$ cat config.mk
export PLATFORM = sky130hd
export DESIGN_NAME = dot_matrix_driver
export DESIGN_NICKNAME = d
export VERILOG_FILES = /design/src/rtl/dot_matrix_pkg.sv /design/src/rtl/dot_matrix_driver_load_edge_sync.sv /design/src/rtl/dot_matrix_driver.sv
export SDC_FILE = /design/constraint.sdc
export NUM_CORES = 1
export LEC_CHECK = 0
export ABC_AREA = 0
export CAP_MARGIN = 15
export CORE_ASPECT_RATIO = 1.4
export CORE_MARGIN = 4
export CORE_UTILIZATION = 63
export DETAILED_ROUTE_END_ITERATION = 8
export MAX_ROUTING_LAYER = met4
export PLACE_DENSITY = 0.8
export SLEW_MARGIN = 5
export SYNTH_ARGS = -nofsm -noshare
export SYNTH_HDL_FRONTEND = slang
export SYNTH_HIERARCHICAL = 1
export SYNTH_SLANG_ARGS = --single-unit
$ cat constraint.sdc
create_clock -name CLK -period 2.8 [get_ports CLK]
set_clock_uncertainty 0.05 [all_clocks]
set_input_delay 0.56 -clock CLK [delete_from_list [all_inputs] [get_ports CLK]]
set_output_delay 0.56 -clock CLK [all_outputs]
set_load 0.02 [all_outputs]
$ cat src/rtl/dot_matrix_pkg.sv
// Shared constants and column word type for the 16x16 dot-matrix driver.
// DOT_MATRIX_ACTIVE_LOW_ROWS_EN selects inverted (active-low) row drive.
package dot_matrix_pkg;

   localparam int NUM_ROWS  = 16;
   localparam int NUM_COLS  = 16;
   localparam int NUM_BANKS = 2;
   localparam int COL_ID_W  = 5;
   localparam int SEL_W     = 4;

   typedef logic [NUM_ROWS-1:0] col_word_t;

`ifdef DOT_MATRIX_ACTIVE_LOW_ROWS_EN
   localparam col_word_t ROW_IDLE = '1;
`else
   localparam col_word_t ROW_IDLE = '0;
`endif

   // Buffer stores 1 = LED on; this maps it to the pin polarity of the row drivers.
   function automatic col_word_t drive_rows(input col_word_t word);
`ifdef DOT_MATRIX_ACTIVE_LOW_ROWS_EN
      return ~word;
`else
      return word;
`endif
   endfunction

endpackage

$ cat src/rtl/dot_matrix_driver_load_edge_sync.sv
// Two-flop synchronizer for an asynchronous strobe plus a one-cycle rising-edge pulse.
module load_edge_sync (
   input  logic clk_sys,
   input  logic rst_b,
   input  logic async_in,
   output logic rise_pulse
);

   logic sync1_q, sync2_q, prev_q;
   logic sync1_d, sync2_d, prev_d;

   always_comb begin
      sync1_d = async_in;
      sync2_d = sync1_q;
      prev_d  = sync2_q;
   end

   always_ff @(posedge clk_sys or negedge rst_b) begin
      if (!rst_b) begin
         sync1_q <= 1'b0;
         sync2_q <= 1'b0;
         prev_q  <= 1'b0;
      end else begin
         sync1_q <= sync1_d;
         sync2_q <= sync2_d;
         prev_q  <= prev_d;
      end
   end

   // High for the single cycle ending on the 3rd edge after the strobe rises.
   assign rise_pulse = sync2_q & ~prev_q;

endmodule

$ cat src/rtl/dot_matrix_driver.sv
// Frame buffer (two 16-column banks) and column scan controller for a 16x16 LED matrix.
// Build option: DOT_MATRIX_ACTIVE_LOW_ROWS_EN drives out_column inverted (idle 16'hFFFF).
module dot_matrix_driver
   import dot_matrix_pkg::*;
#(
   parameter int SCAN_DIV     = 1024,
   parameter int BLANK_CYCLES = 4
) (
   input  logic                CLK,
   input  logic                RESET,
   input  logic [COL_ID_W-1:0] column_id,
   input  col_word_t           in_column,
   input  logic                LOAD,
   input  logic                IN_CLR,
   output logic [SEL_W-1:0]    column_seg,
   output col_word_t           out_column,
   output logic                COLUMN_CLK,
   output logic                OUT_CLR
);

   localparam int FRAME_DEPTH = NUM_BANKS * NUM_COLS;
   localparam int CNT_W       = $clog2(SCAN_DIV);
   localparam logic [CNT_W-1:0] SLOT_LOAD = CNT_W'(SCAN_DIV - 1);

   logic wr_pulse;

   col_word_t        frame_q [FRAME_DEPTH];
   col_word_t        frame_d [FRAME_DEPTH];
   logic             bank_q, bank_d;
   logic [CNT_W-1:0] rem_q, rem_d;
   logic [SEL_W-1:0] column_seg_q, column_seg_d;
   col_word_t        out_column_q, out_column_d;
   logic             column_clk_q, column_clk_d;
   logic             out_clr_q, out_clr_d;

   load_edge_sync u_load_sync (
      .clk_sys    (CLK),
      .rst_b      (RESET),
      .async_in   (LOAD),
      .rise_pulse (wr_pulse)
   );

   // A clear suppresses a coincident write entirely, including its bank select.
   always_comb begin
      frame_d = frame_q;
      bank_d  = bank_q;
      if (IN_CLR) begin
         frame_d = '{default: '0};
      end else if (wr_pulse) begin
         frame_d[column_id] = in_column;
         bank_d             = column_id[COL_ID_W-1];
      end
   end

   // rem counts down from SCAN_DIV-1; elapsed slot time is SCAN_DIV-1-rem.
   always_comb begin
      rem_d        = rem_q - CNT_W'(1);
      column_seg_d = column_seg_q;
      out_column_d = out_column_q;
      if (rem_q == '0) begin
         rem_d        = SLOT_LOAD;
         column_seg_d = column_seg_q + SEL_W'(1);
         out_column_d = drive_rows(frame_q[{bank_q, column_seg_d}]);
      end
      out_clr_d    = (int'(rem_d) >= SCAN_DIV - BLANK_CYCLES);
      column_clk_d = (int'(rem_d) <  SCAN_DIV - BLANK_CYCLES) &&
                     (int'(rem_d) >= SCAN_DIV / 2);
   end

   always_ff @(posedge CLK or negedge RESET) begin
      if (!RESET) begin
         frame_q      <= '{default: '0};
         bank_q       <= 1'b0;
         rem_q        <= SLOT_LOAD;
         column_seg_q <= '0;
         out_column_q <= ROW_IDLE;
         column_clk_q <= 1'b0;
         out_clr_q    <= 1'b1;
      end else begin
         frame_q      <= frame_d;
         bank_q       <= bank_d;
         rem_q        <= rem_d;
         column_seg_q <= column_seg_d;
         out_column_q <= out_column_d;
         column_clk_q <= column_clk_d;
         out_clr_q    <= out_clr_d;
      end
   end

   assign column_seg = column_seg_q;
   assign out_column = out_column_q;
   assign COLUMN_CLK = column_clk_q;
   assign OUT_CLR    = out_clr_q;

endmodule

# Word level (Yosys, flattened, before mapping)
# Cells that the tools add are included.
[op_classes] reduce_logical=5 n_mux=9 bitwise_logic=5 n_lt_le_gt_ge=6 addsub=2
[op_table] cell="two-way mux 512 bit" count=2
[op_table] cell="bitwise mux 512 bit" count=1
[op_table] cell="binary-select mux 16 bit (select 5 bit)" count=1
[op_table] cell="demux 16 bit (select 5 bit)" count=1
[op_table] cell="two-way mux 16 bit" count=3
[op_table] cell=">= comparator 10 bit (second input constant)" count=2
[op_table] cell=">= comparator 6 bit (second input constant)" count=2
[op_table] cell="inverter 5 -> 6 bit" count=2
[op_table] cell="logical NOT 10 bit" count=1
[op_table] cell="less-than comparator 10 bit (second input constant)" count=1
[op_table] cell="two-way mux 10 bit" count=1
[op_table] cell="subtractor 10 x 1 -> 10 bit (second input constant)" count=1
[op_table] cell="less-than comparator 6 x 1 -> 1 bit (second input constant)" count=1
[op_table] cell="adder 4 x 1 -> 4 bit (second input constant)" count=1
[op_table] cell="logical AND 1 bit" count=2
[op_table] cell="inverter 1 bit" count=2
[op_table] cell="AND reduction 2 bit" count=1
[op_table] cell="nonzero test 2 bit" count=1
[op_table] cell="bitwise AND 1 bit" count=1
[word_totals] regBits=548 elab_cells=68

# Logic depth before layout (Yosys ltp)
[logic_depth] word_depth=8 mapped_depth=10 mapped_depth_nobuf=8

# By module
# Netlist, hierarchy kept.
[modules_own_cells] mod="dot_matrix_driver" cells_per_inst=2644 seq_area_each_um2=13651.8 n_inst=1 area_each_um2=25598.3
[modules_own_cells] mod="load_edge_sync" cells_per_inst=4 seq_area_each_um2=75.1 n_inst=1 area_each_um2=88.8

# Least setup slack after synthesis
# OpenSTA, ideal clock, no wires.
[synth_path] path_kind="flip-flop to flip-flop" from="register column_seg_q[1] (netlist: column_seg[1])" to="register out_column_q[0] (netlist: out_column[0])" t_arrival_ns=2.203 setup_slack_ns=0.408 synth_period_minus_slack_ns=2.392 setup_ns=0.139 path_buffers=2 stages_incl_launch_ff=8 path_cell_list="dfrtp_1 ha_1 buf_2 buf_2 mux4_2 mux4_2 o22ai_1 a21oi_1"
[synth_between] elab_chain_len=5
[synth_lines] item="from (decl)" line_no="dot_matrix_driver.sv:31" source="logic [SEL_W-1:0] column_seg_q, column_seg_d;"
[synth_lines] item="from (signal assigned)" line_no="dot_matrix_driver.sv:83" source="column_seg_q <= column_seg_d;"
[synth_lines] item="adder 4 x 1 -> 4 bit" line_no="dot_matrix_driver.sv:62" source="column_seg_d = column_seg_q + SEL_W'(1);"
[synth_lines] item="inverter 5 -> 6 bit (not written as such)" line_no="dot_matrix_driver.sv:63" source="out_column_d = drive_rows(frame_q[{bank_q, column_seg_d}]);"
[synth_lines] item="binary-select mux 16 bit (select 5 bit)" line_no="dot_matrix_driver.sv:63"
[synth_lines] item="two-way mux 16 bit (not written as such) (2 in series)" line_no="dot_matrix_driver.sv:63"
[synth_lines] item="to (signal assigned)" line_no="dot_matrix_driver.sv:84" source="out_column_q <= out_column_d;"
[synth_lines] item="to (decl)" line_no="dot_matrix_driver.sv:32" source="col_word_t out_column_q, out_column_d;"
# Every way passes these cells. The select of a mux whose other input is x is not followed.
# A chain may end at the register's enable or synchronous reset.

# Worst setup path after layout
[layout_path] from="register column_seg_q[0] (netlist: column_seg[0])" to="register out_column_q[6] (netlist: out_column[6])"
# Same word-level chain as after synthesis.

==> results.tsv <==
metric	value	unit
placed cells	3166	
Mapped Cells	2648	
Comb pwr share	5.9	%
Leak	0.0122	µW
DIE WIDTH	179	µm
Compound-Gate Fraction of Synth Area	11.0	%
outcome	finished, final reports clean	
power density over the cells	550	nW/µm²
routed len/inst	24.6	µm
overall routing resource usage	38.5	%
first-pass GRT wire length	125	mm
Crit-path slowest cell	a32oi_1	
CP required	3.27	ns
dpl hpwl	52.6	mm
startpoint types	flop	
FP Rows	87	
non-filler cells, final	3262	
CP endpoint kind	flop	
Setup TNS Final	0	ns
Sw Share	23.3	%
Post-Synth Simple-Gate Area	17.4	%
H-tree Lvls	2	
initial antenna violation count	1	
Clk network pwr share	44.4	%
xor and xnor area share after synthesis	0.570	%
Sink Count	548	
Final Hold Fails	0	
number of synthesized flops with an enable pin	0	
RSZ-0062 raised after global routing	false	
Tcrit/Tclk final	98.1	%
ys flop type	dfrtp_1	
Slew @ Worst Pin	1.09	ns
Slew Viols, Final	0	
routed via count	21500	
PnR worst setup slack	0.0535	ns
Hold WC Path Type	flop to flop	
total grt overflow	0	
Syn Area/Cell	9.70	µm²
clock buffer depth	3	
commonest non-fill, non-tap cell in the layout	nand2_1	
drt first pass iters	7	
DR iter-0 viols	2803	
Syn Nets	2675	
VDD IR max	0.000549	V
WHS	0.296	ns
commonest non-fill, non-tap cells in the layout	nand2_1, dfrtp_1, a21oi_1	
RePlAce Congestion	1.09	
number of global-route vias before repair	22100	
CTS Buf Count	52	
P_int	12300	µW
die area	44100	µm²
main combinational cell family by area after synthesis	simple AND/OR/NAND/NOR gates	
Worst EP arrival	3.22	ns
FF+latch count, synth	548	
Final min period	2.75	ns
mapped cell area	25700	µm²
share of synthesized registers carrying an async set or reset	100	%
share of the yosys chip area belonging to registers	53.4	%
Max Cap Viol	0	
root buffer cell	clkbuf_16	
mux cell area share after synthesis	14.0	%
initial core utilization	63.8	%
core area	40300	µm²
largest net degree at the start of global routing	151	
layout cells sized above 1	13.6	%
Post-Synth Adder-Cell Area	0.0974	%
Buffers on Ports	46	
fmax	364	MHz
crit-path cells	ha_4 -> xor2_4 -> buf_4 -> mux4_2 -> mux2i_1 -> a32oi_1 -> a22o_1	
Post-DRT Antenna Nets	0	
Worst slew margin	27.3	%
Sequential Power Share	49.7	%
Post-Route WL	80.3	mm
Reg clk slew, reported paths	0.07	ns
area delta synth->final	13.7	%
Synth cell types	50	
drt via density	6.58	
# nets final	2714	
final setup fails	0	
Chip Height	247	µm
crit path max fanout	16	
IO Count	47	
synth warn	6	
max incr delay on CP	0.62	ns
Worst-Skew Late Latency	0.59	ns
drt drc	0	
worst slack, placed	0.0271	ns
CTS tree	built	
switching power	3750	µW
Setup CP Type	flop to flop	
postcts setup bufs	0	
[path summary, 6_finish.rpt]
| check | depth (start not counted) | slack, ns | start | end |
|---|---|---|---|---|
| max in group asynchronous | 3 | 1.32 | RESET | frame_q[413] |
| setup / recovery | 7 | 0.05 | column_seg[0] | out_column[6] |
| min in group asynchronous | 2 | 0.50 | RESET | frame_q[410] |
| hold / removal | 0 | 0.30 | u_load_sync/sync1_q | u_load_sync/prev_d |
| hold reg to reg | 0 | 0.30 | u_load_sync/sync1_q | u_load_sync/prev_d |
| setup reg to reg | 7 | 0.05 | column_seg[0] | out_column[6] |
[repair_timing]
action                                  in CTS  in global routing
gates resized for setup                      0                  2
endpoints found under the hold margin       57                  0
endpoints found under the setup margin       0                 12
hold buffers                                 1                  0
[power groups by stage]
stage | Combinational, µW | Clock (µW) | Sequential (µW)
floorplan | 389 | 0 | 8110
global placement | 875 | 0 | 8130
detailed placement | 899 | 0 | 8130
CTS | 904 | 7200 | 7980
global route | 994 | 7510 | 7980
finish | 945 | 7130 | 7980
[Yosys cell counts (2+ instances only)]
master | n | area (µm²)
nand2_1 | 918 | 3450
dfrtp_1 | 537 | 13400
a21oi_1 | 352 | 1760
clkbuf_1 | 148 | 556
mux4_2 | 115 | 2590
nor2_1 | 112 | 420
o21ai_0 | 100 | 500
mux2i_1 | 99 | 991
buf_2 | 50 | 250
nand3_1 | 29 | 145
o22ai_1 | 19 | 119
a32oi_1 | 15 | 131
nor3_1 | 14 | 70.1
dfstp_2 | 11 | 289
a31oi_1 | 10 | 62.6
nor2b_1 | 10 | 62.6
a22o_1 | 9 | 78.8
inv_1 | 8 | 30.0
nand2b_1 | 8 | 50.1
a32o_1 | 7 | 70.1
and2_1 | 7 | 43.8
xnor2_1 | 7 | 61.3
xor2_1 | 6 | 52.6
a311oi_1 | 5 | 43.8
buf_1 | 5 | 18.8
nor3_2 | 4 | 40.0
nor4_1 | 4 | 25.0
a21o_1 | 3 | 22.5
and3_1 | 3 | 18.8
buf_4 | 3 | 22.5
nor2_2 | 3 | 18.8
o31ai_1 | 3 | 22.5
and2b_1 | 2 | 15.0
buf_6 | 2 | 22.5
ha_1 | 2 | 25.0
nand4_1 | 2 | 12.5
nor3b_1 | 2 | 15.0
nor4b_1 | 2 | 17.5
[per-stage QoR]
step                      utilization [%]  instance area, µm²  power (µW)
final                                72.5               29200       16100
after global routing                 72.5               29200       16500
after CTS                            72.5               29200       16100
after detailed placement             68.2               27500        9030
after global placement               68.2               27500        9000
after floorplan                         -               25700        8500
[routing by layer]
layer,GRT usage (%),vias up,wire length [µm]
li1,-,9064,-
met1,43.7,10500,25700
met2,58.0,1402,37700
met3,8.98,488,8240
met4,31.9,0,8730
met5,-,-,0
[cell families (layout without fill, tap and decap cells)]
| group | Yosys count | in the layout |
|---|---|---|
| other cells | 0 | 1 |
| buf+inv | 216 | 295 |
| fa+ha+maj | 2 | 2 |
| flops | 548 | 548 |
| simple gates | 1127 | 1127 |
| compound gates | 525 | 525 |
| xor+xnor | 15 | 15 |
| mux | 215 | 215 |
[sequential cells by signal, indices dropped and copies added (netlist names)]
signal               flops
u_load_sync/prev_d       1
column_seg               4
out_column              16
u_load_sync/sync1_q      1
OUT_CLR                  1
rem_q                   10
COLUMN_CLK               1
u_load_sync/prev_q       1
frame_q                512
bank_q                   1
[critical path, delay by kind of cell, from the launching register on]
family / cells / cell delay [ns]
AO/OA/AOI/OAI: 2 / 0.86
flip-flops: 1 / 0.46
multiplexers: 2 / 0.40
buffers and inverters: 1 / 0.35
XOR/XNOR: 1 / 0.34
adder cells (fa/ha/maj): 1 / 0.22
[final cells by class]
type | instances | area [µm²]
timing repair buffer | 193 | 1940
clock inverter | 15 | 176
clock buffer | 79 | 1530
antenna | 1 | 2.50
inverter | 8 | 30.0
sequential | 548 | 13700
tap | 534 | 668
fill | 2789 | 11100
multi-input combinational | 1884 | 11100
(Power assumes the default switching activity.)
